==> src/rtl/obstacle_warn_ctrl.sv <==
// Multi-channel obstacle-warning controller: synchroniser, per-channel debounce and a
// priority FSM with hold-off. Define WARN_TONE_EN to gate the speaker with a square-wave tone.
module obstacle_warn_ctrl #(
   parameter int unsigned NUM_CH       = 3,
   parameter int unsigned DEBOUNCE_CYC = 4,
   parameter int unsigned HOLD_CYC     = 8,
   parameter int unsigned TONE_DIV     = 16,
   localparam int unsigned IDXW = ($clog2(NUM_CH) > 1) ? $clog2(NUM_CH) : 1
) (
   input  logic              clk,
   input  logic              rst_n,
   input  logic              ena,
   input  logic [NUM_CH-1:0] sensor_i,
   output logic [NUM_CH-1:0] speaker_o,
   output logic [IDXW-1:0]   active_idx_o,
   output logic              alert_o,
   output logic [7:0]        alert_cnt_o
);

   localparam int unsigned CNTW = ($clog2(DEBOUNCE_CYC) > 1) ? $clog2(DEBOUNCE_CYC) : 1;
   localparam int unsigned HCW  = ($clog2(HOLD_CYC) > 1) ? $clog2(HOLD_CYC) : 1;

   if (NUM_CH < 2 || NUM_CH > 8 || DEBOUNCE_CYC < 1 || HOLD_CYC < 1 || TONE_DIV < 1)
   begin : g_bad_param
      $error("obstacle_warn_ctrl: parameter out of range");
   end

   typedef enum logic [1:0] {StIdle, StAlert, StHold} state_e;

   logic [NUM_CH-1:0] sync1_q, sync2_q;
   logic [NUM_CH-1:0] deb_q, deb_d;
   logic [CNTW-1:0]   deb_cnt_q [NUM_CH];
   logic [CNTW-1:0]   deb_cnt_d [NUM_CH];
   state_e            state_q, state_d;
   logic [IDXW-1:0]   idx_q, idx_d;
   logic [HCW-1:0]    hold_q, hold_d;
   logic [7:0]        cnt_d;
   logic [IDXW-1:0]   winner;
   logic              any_act;
   logic [NUM_CH-1:0] spk_d;
   logic [IDXW-1:0]   aidx_d;

   always_comb begin
      deb_d     = deb_q;
      deb_cnt_d = deb_cnt_q;
      for (int i = 0; i < NUM_CH; i++) begin
         if (sync2_q[i] != deb_q[i]) begin
            if (deb_cnt_q[i] == CNTW'(DEBOUNCE_CYC - 1)) begin
               deb_d[i]     = ~deb_q[i];
               deb_cnt_d[i] = '0;
            end else begin
               deb_cnt_d[i] = deb_cnt_q[i] + CNTW'(1);
            end
         end else begin
            deb_cnt_d[i] = '0;
         end
      end
   end

   // Descending scan so the lowest active index wins.
   always_comb begin
      winner = '0;
      for (int i = NUM_CH - 1; i >= 0; i--) begin
         if (deb_q[i]) winner = IDXW'(i);
      end
   end

   assign any_act = |deb_q;

   always_comb begin
      state_d = state_q;
      idx_d   = idx_q;
      hold_d  = hold_q;
      cnt_d   = alert_cnt_o;
      unique case (state_q)
         StIdle: begin
            if (any_act) begin
               state_d = StAlert;
               idx_d   = winner;
               if (alert_cnt_o != 8'hff) cnt_d = alert_cnt_o + 8'd1;
            end
         end
         StAlert: begin
            if (any_act) begin
               idx_d = winner;
            end else begin
               state_d = StHold;
               hold_d  = HCW'(HOLD_CYC - 1);
            end
         end
         StHold: begin
            if (any_act) begin
               state_d = StAlert;
               idx_d   = winner;
            end else if (hold_q == '0) begin
               state_d = StIdle;
            end else begin
               hold_d = hold_q - HCW'(1);
            end
         end
         default: state_d = StIdle;
      endcase
   end

`ifdef WARN_TONE_EN
   localparam int unsigned TCW = ($clog2(TONE_DIV) > 1) ? $clog2(TONE_DIV) : 1;

   logic [TCW-1:0] tone_cnt_q, tone_cnt_d;
   logic           tone_q, tone_d;

   // Restart the tone on a fresh alert so the first phase is always silent.
   always_comb begin
      tone_cnt_d = tone_cnt_q;
      tone_d     = tone_q;
      if (state_q == StIdle && state_d == StAlert) begin
         tone_cnt_d = '0;
         tone_d     = 1'b0;
      end else if (tone_cnt_q == TCW'(TONE_DIV - 1)) begin
         tone_cnt_d = '0;
         tone_d     = ~tone_q;
      end else begin
         tone_cnt_d = tone_cnt_q + TCW'(1);
      end
   end

   always_ff @(posedge clk or negedge rst_n) begin
      if (!rst_n) begin
         tone_cnt_q <= '0;
         tone_q     <= 1'b0;
      end else if (ena) begin
         tone_cnt_q <= tone_cnt_d;
         tone_q     <= tone_d;
      end
   end
`endif

   always_comb begin
      spk_d  = '0;
      aidx_d = '0;
      if (state_d != StIdle) begin
         spk_d  = NUM_CH'(1) << idx_d;
         aidx_d = idx_d;
      end
`ifdef WARN_TONE_EN
      spk_d = spk_d & {NUM_CH{tone_d}};
`endif
   end

   always_ff @(posedge clk or negedge rst_n) begin
      if (!rst_n) begin
         sync1_q      <= '0;
         sync2_q      <= '0;
         deb_q        <= '0;
         deb_cnt_q    <= '{default: '0};
         state_q      <= StIdle;
         idx_q        <= '0;
         hold_q       <= '0;
         alert_cnt_o  <= '0;
         speaker_o    <= '0;
         active_idx_o <= '0;
         alert_o      <= 1'b0;
      end else if (ena) begin
         sync1_q      <= sensor_i;
         sync2_q      <= sync1_q;
         deb_q        <= deb_d;
         deb_cnt_q    <= deb_cnt_d;
         state_q      <= state_d;
         idx_q        <= idx_d;
         hold_q       <= hold_d;
         alert_cnt_o  <= cnt_d;
         speaker_o    <= spk_d;
         active_idx_o <= aidx_d;
         alert_o      <= (state_d != StIdle);
      end
   end

endmodule

==> config.mk <==
export PLATFORM = sky130hd
export DESIGN_NAME = obstacle_warn_ctrl
export DESIGN_NICKNAME = d
export VERILOG_FILES = /design/src/rtl/obstacle_warn_ctrl.sv
export SDC_FILE = /design/constraint.sdc
export NUM_CORES = 1
export LEC_CHECK = 0
export CAP_MARGIN = 30
export CORE_AREA = 5 5 59 82
export DETAILED_ROUTE_END_ITERATION = 16
export DIE_AREA = 0 0 64 87
export DONT_BUFFER_PORTS = 1
export HOLD_SLACK_MARGIN = 0.15
export PLACE_DENSITY = 0.57
export SLEW_MARGIN = 10
export SYNTH_ARGS = -nofsm -noshare
export SYNTH_HDL_FRONTEND = slang
export SYNTH_SLANG_ARGS = --single-unit
==> constraint.sdc <==
create_clock -name clk -period 4.53 [get_ports clk]
set_input_delay 0.453 -clock clk [delete_from_list [all_inputs] [get_ports clk]]
set_output_delay 0.453 -clock clk [all_outputs]
set_load 0.01 [all_outputs]
# Word level (Yosys, flattened, before mapping)
# Index checks and enable logic that the tools add are counted.
# op_classes
shifts	1
eq_ne	12
addsub	5
bitwise	3
muxes	22
n_reduce_logical	11
# op_table
operator	n
2-bit two-way mux	16
3-bit two-way mux	4
3-bit AND reduction	3
8-bit by 1-bit adder with 8-bit output (second input constant)	1
2-bit == test (second input constant)	4
8-bit != test (second input constant)	1
2-bit by 1-bit adder with 2-bit output (second input constant)	3
2-bit != test (second input constant)	3
2-bit one-hot mux with 3 select lines	1
3-bit one-hot mux with 2 select lines	1
3-bit OR reduction	2
5-bit AND reduction	1
4-bit AND reduction	1
2-bit nonzero test	2
3-bit logical NOT	1
1-bit != test	3
1-bit inverter	3
1-bit by 2-bit left shift with 3-bit output (first input constant)	1
3-bit by 1-bit subtractor with 3-bit output (second input constant)	1
2-bit by 1-bit == test with 1-bit output (second input constant)	1
2-bit logical NOT	1
# word_totals
in_bits	6
elab_cells	69
reg_bits	36

# Longest topological paths before layout
# logic_depth
depth_word	7
mapped_depth	7
mapped_depth_nobuf	7

# Least setup slack after synthesis
# OpenSTA, ideal clock, no wires.
# synth_timing
path_kind	reg-to-reg
start	reg hold_q[0]
end	reg hold_q[0]
required_ps	4405
path_stages_with_launch	8
path_slack_ps	2942
period_less_slack_ps	1588
path_buffers	0
setup_time_ps	125
t_arrival_ps	1464
path_cell_list	dfrtp_1 > inv_1 > ha_1 > ha_1 > nor2b_1 > mux2i_1 > nand3b_1 > mux2_2
# synth_via
elab_chain_len	4
word_cells_on_any_way	7
classes_between	1 x add/sub; 1 x eq/ne; 3 x mux; 2 x reduce/logical
# synth_rtl
element	line	rtl
start: declaration	36	logic [HCW-1:0] hold_q, hold_d;
start signal: assignment	169	hold_q <= hold_d;
3-bit by 1-bit subtractor with 3-bit output	98	hold_d = hold_q - HCW'(1);
3-bit two-way mux	95	end else if (hold_q == '0) begin
3-bit two-way mux	92	if (any_act) begin
3-bit one-hot mux with 2 select lines	75	unique case (state_q)
# Parallel ways exist; a longest one is shown, timed or not. The select of a mux whose other input is x is not followed.
# A chain may end at the register's enable or synchronous reset.

# Final worst setup path
# layout_timing
start	reg hold_q[0]
end	reg hold_q[2]
# Same word-level chain as after synthesis.

==> results.cfg <==
[status]
outcome = complete, no violations

[route]
via_density_per_instance = 5.39
detailedRoute.firstPassIterationCount = 4
wl_um = 2880
route.vias.total = 1110
dr_wl_met3_um = 153
top_signal_layer_used = met4
route.detailed.wl_per_inst_um = 14.0
detail_route.iter0.violations = 18
remaining_antenna_violation_count_after_routing = 0
detail_route.drc_violations = 0
routed-wl-met2_um = 1600
m1WireLength_um = 1070

[min_path]
hold_path.class = input pin to flip-flop

[global_route]
globalRoute.totalOverflow = 0
globalRouteTotalUtil = 0.117
antenna_found_initial = 0
grt_pass1_vias = 1142
pin_count_of_the_biggest_net_entering_global_routing = 37
grt_first_pass_wirelength_um = 5110

[pwr]
power.ir.vdd_worst_mv = 0.310
leakage_nw = 0.820
total_power_mw = 1.09
power_per_cell_area_mw_per_mm2 = 588

[cts]
clkSlewWorstSetupHoldPaths_ns = 0.07
cts-root-buf = sky130_fd_sc_hd__clkbuf_8
cts_hold_buf = 2
cts.htree.levels = 2
cts_buffers = 5
postCtsResizedCells = 0
clk-insertion-delay-late_ns = 0.28
postCtsSetupBuffers = 0
cts_num_sinks = 36
clock_tree_from_tritoncts = built
number_of_buffers_on_the_longest_clock_path = 2

[sta]
fin_crit_sh = 0.381
max-slew-margin-rel = 0.739
pin_slew_with_the_least_headroom_to_its_limit_ns = 0.391
fmax_mhz = 579
rsz0062_at_grt = no
setup_viol = 0
finalClockSkew_ns = 0.00590
maxSlewViolCount = 0
post-route-min-period_ns = 1.73
finalHoldViolCount = 0
setup_tns_ns = 0

[floorplanning]
floorplan.rows = 28
initial_core_utilization = 0.419
coreArea_mm2 = 0.00410
num_io_pins = 20
fp.dieW_um = 64
die_h_um = 87
die_area_mm2 = 0.00557

[synthesis]
post_synth_main_area_contributors = sky130_fd_sc_hd__dfrtp_1 52%, sky130_fd_sc_hd__mux2_2 8.5%, sky130_fd_sc_hd__ha_1 4.4%
async_flop_share = 1.00
synthesis.nets = 169
average_cell_area_after_synthesis_um2 = 10.9
yosys_most_used_dff = sky130_fd_sc_hd__dfrtp_1
yosysTopAreaCell = sky130_fd_sc_hd__dfrtp_1
yosys_register_bits = 36
yosys.cell_count.top_type = sky130_fd_sc_hd__dfrtp_1
syn-instance-count = 157
syn-cell-area_mm2 = 0.00172
synth.top_cell.area_share = 0.525
synth-seq-area-share = 0.525
number_of_flops_mapped_to_enable_cells_by_yosys = 0
synthesis.yosys.warnings = 0
synth_common_cells = 36 x sky130_fd_sc_hd__dfrtp_1, 17 x sky130_fd_sc_hd__inv_1, 17 x sky130_fd_sc_hd__nand2_1
synthDistinctLibCells = 34

[critical_path]
cp.arrival_ns = 1.90
cp.required_ns = 4.70
crit_start_category = flip-flop
critical_path_class = flip-flop to flip-flop
cp-end-kind = flip-flop
cp_max_fo = 4

[placed_design]
globalplace.congestion = 0.718
io_buffer_count = 0
place_area_mm2 = 0.00175
detailedPlacementHpwl_um = 2090

[flow_run]
max_cap_violations = 0

[finish]
stdcell_area_mm2 = 0.00186
flow.area_growth_from_synthesis_pct = 8.46
final_nets = 173
fraction_of_layout_cells_with_a_size_suffix_above_1 = 0.168
fillers = 401
insertedDiodeCount = 0
-- path summary, 6_finish.rpt --
kind / slack (ns) / to / cells after the start / from
max in group asynchronous: 3.73 / deb_q[0] / 2 / rst_n
setup / recovery: 2.80 / hold_q[2] / 7 / hold_q[0]
min in group asynchronous: 0.61 / alert_cnt_o[1] / 2 / rst_n
hold / removal: 0.26 / idx_q[0] / 1 / ena
hold reg to reg: 0.51 / sync2_q[2] / 1 / sync1_q[2]
setup reg to reg: 2.80 / hold_q[2] / 7 / hold_q[0]
-- layout make-up --
class,count,area [um^2],area share
well taps,45,56.3,0.0302
clock buffers,5,68.8,0.0370
repair buffers,2,30.0,0.0161
flip-flops and latches,36,901,0.484
inverters,17,63.8,0.0343
clock inverters,2,12.5,0.00672
multi-input cells,99,729,0.392
-- layer usage --
metal / vias to the layer above / global-route usage
met5: - / 0
met4: 0 / 0.0510
met3: 6 / 0.0452
met2: 18 / 0.219
met1: 541 / 0.111
li1: 545 / -
-- worst max-delay path: stages (launching register included) --
cell	delay, ns
sky130_fd_sc_hd__dfrtp_1	0.37
sky130_fd_sc_hd__inv_1	0.05
sky130_fd_sc_hd__ha_1	0.20
sky130_fd_sc_hd__ha_1	0.17
sky130_fd_sc_hd__nor2b_1	0.17
sky130_fd_sc_hd__mux2i_1	0.09
sky130_fd_sc_hd__nand3b_1	0.24
sky130_fd_sc_hd__mux2_2	0.32
-- stage by stage --
stage          worst slack [ns]  hold slack [ns]  cells   util
6_report                   2.80            0.264    206  0.454
5_1_grt                    2.63            0.230    206  0.454
4_1_cts                    2.76            0.236    206  0.454
3_5_place_dp               2.77            0.158    197  0.427
3_3_place_gp               2.90            0.158    197  0.427
2_1_floorplan              2.94            0.157    157      -
-- cell families after synthesis --
kind of cell             count (synthesis)  share of synthesized area
AO/OA/AOI/OAI                           25                     0.0955
XOR/XNOR                                 7                     0.0357
adder cells (fa/ha/maj)                  6                     0.0437
buffers and inverters                   22                     0.0503
flip-flops                              36                      0.525
multiplexers                            16                      0.106
AND/OR/NAND/NOR                         45                      0.144
-- report_power, final --
group | total [mW] | leakage [nW] | switching (mW) | internal [mW]
Sequential | 0.567 | 0.441 | 0.139 | 0.427
Clock | 0.212 | 0.0400 | 0.108 | 0.104
Combinational | 0.315 | 0.339 | 0.154 | 0.162
-- registers in the layout, indices dropped and copies added, names as in the netlist --
name / count
active_idx_o: 2
sync2_q: 3
hold_q: 3
alert_o: 1
sync1_q: 3
deb_cnt_q: 6
idx_q: 2
deb_q: 3
speaker_o: 3
alert_cnt_o: 8
state_q: 2
-- cell usage in the layout, fill, tap and decap left out, types with 2 or more instances in the layout --
| master | instances |
|---|---|
| sky130_fd_sc_hd__dfrtp_1 | 36 |
| sky130_fd_sc_hd__inv_1 | 17 |
| sky130_fd_sc_hd__nand2_1 | 17 |
| sky130_fd_sc_hd__mux2_2 | 13 |
| sky130_fd_sc_hd__o22ai_1 | 10 |
| sky130_fd_sc_hd__xnor2_1 | 7 |
| sky130_fd_sc_hd__nor2_1 | 6 |
| sky130_fd_sc_hd__nand3_1 | 6 |
| sky130_fd_sc_hd__ha_1 | 6 |
| sky130_fd_sc_hd__clkbuf_8 | 5 |
| sky130_fd_sc_hd__o21ai_0 | 4 |
| sky130_fd_sc_hd__a21oi_1 | 3 |
| sky130_fd_sc_hd__o21a_1 | 3 |
| sky130_fd_sc_hd__nor2b_1 | 2 |
| sky130_fd_sc_hd__nor3_2 | 2 |
| sky130_fd_sc_hd__nand2b_1 | 2 |
| sky130_fd_sc_hd__nand4_1 | 2 |
No activity file was read; power rests on OpenSTA's default activity.
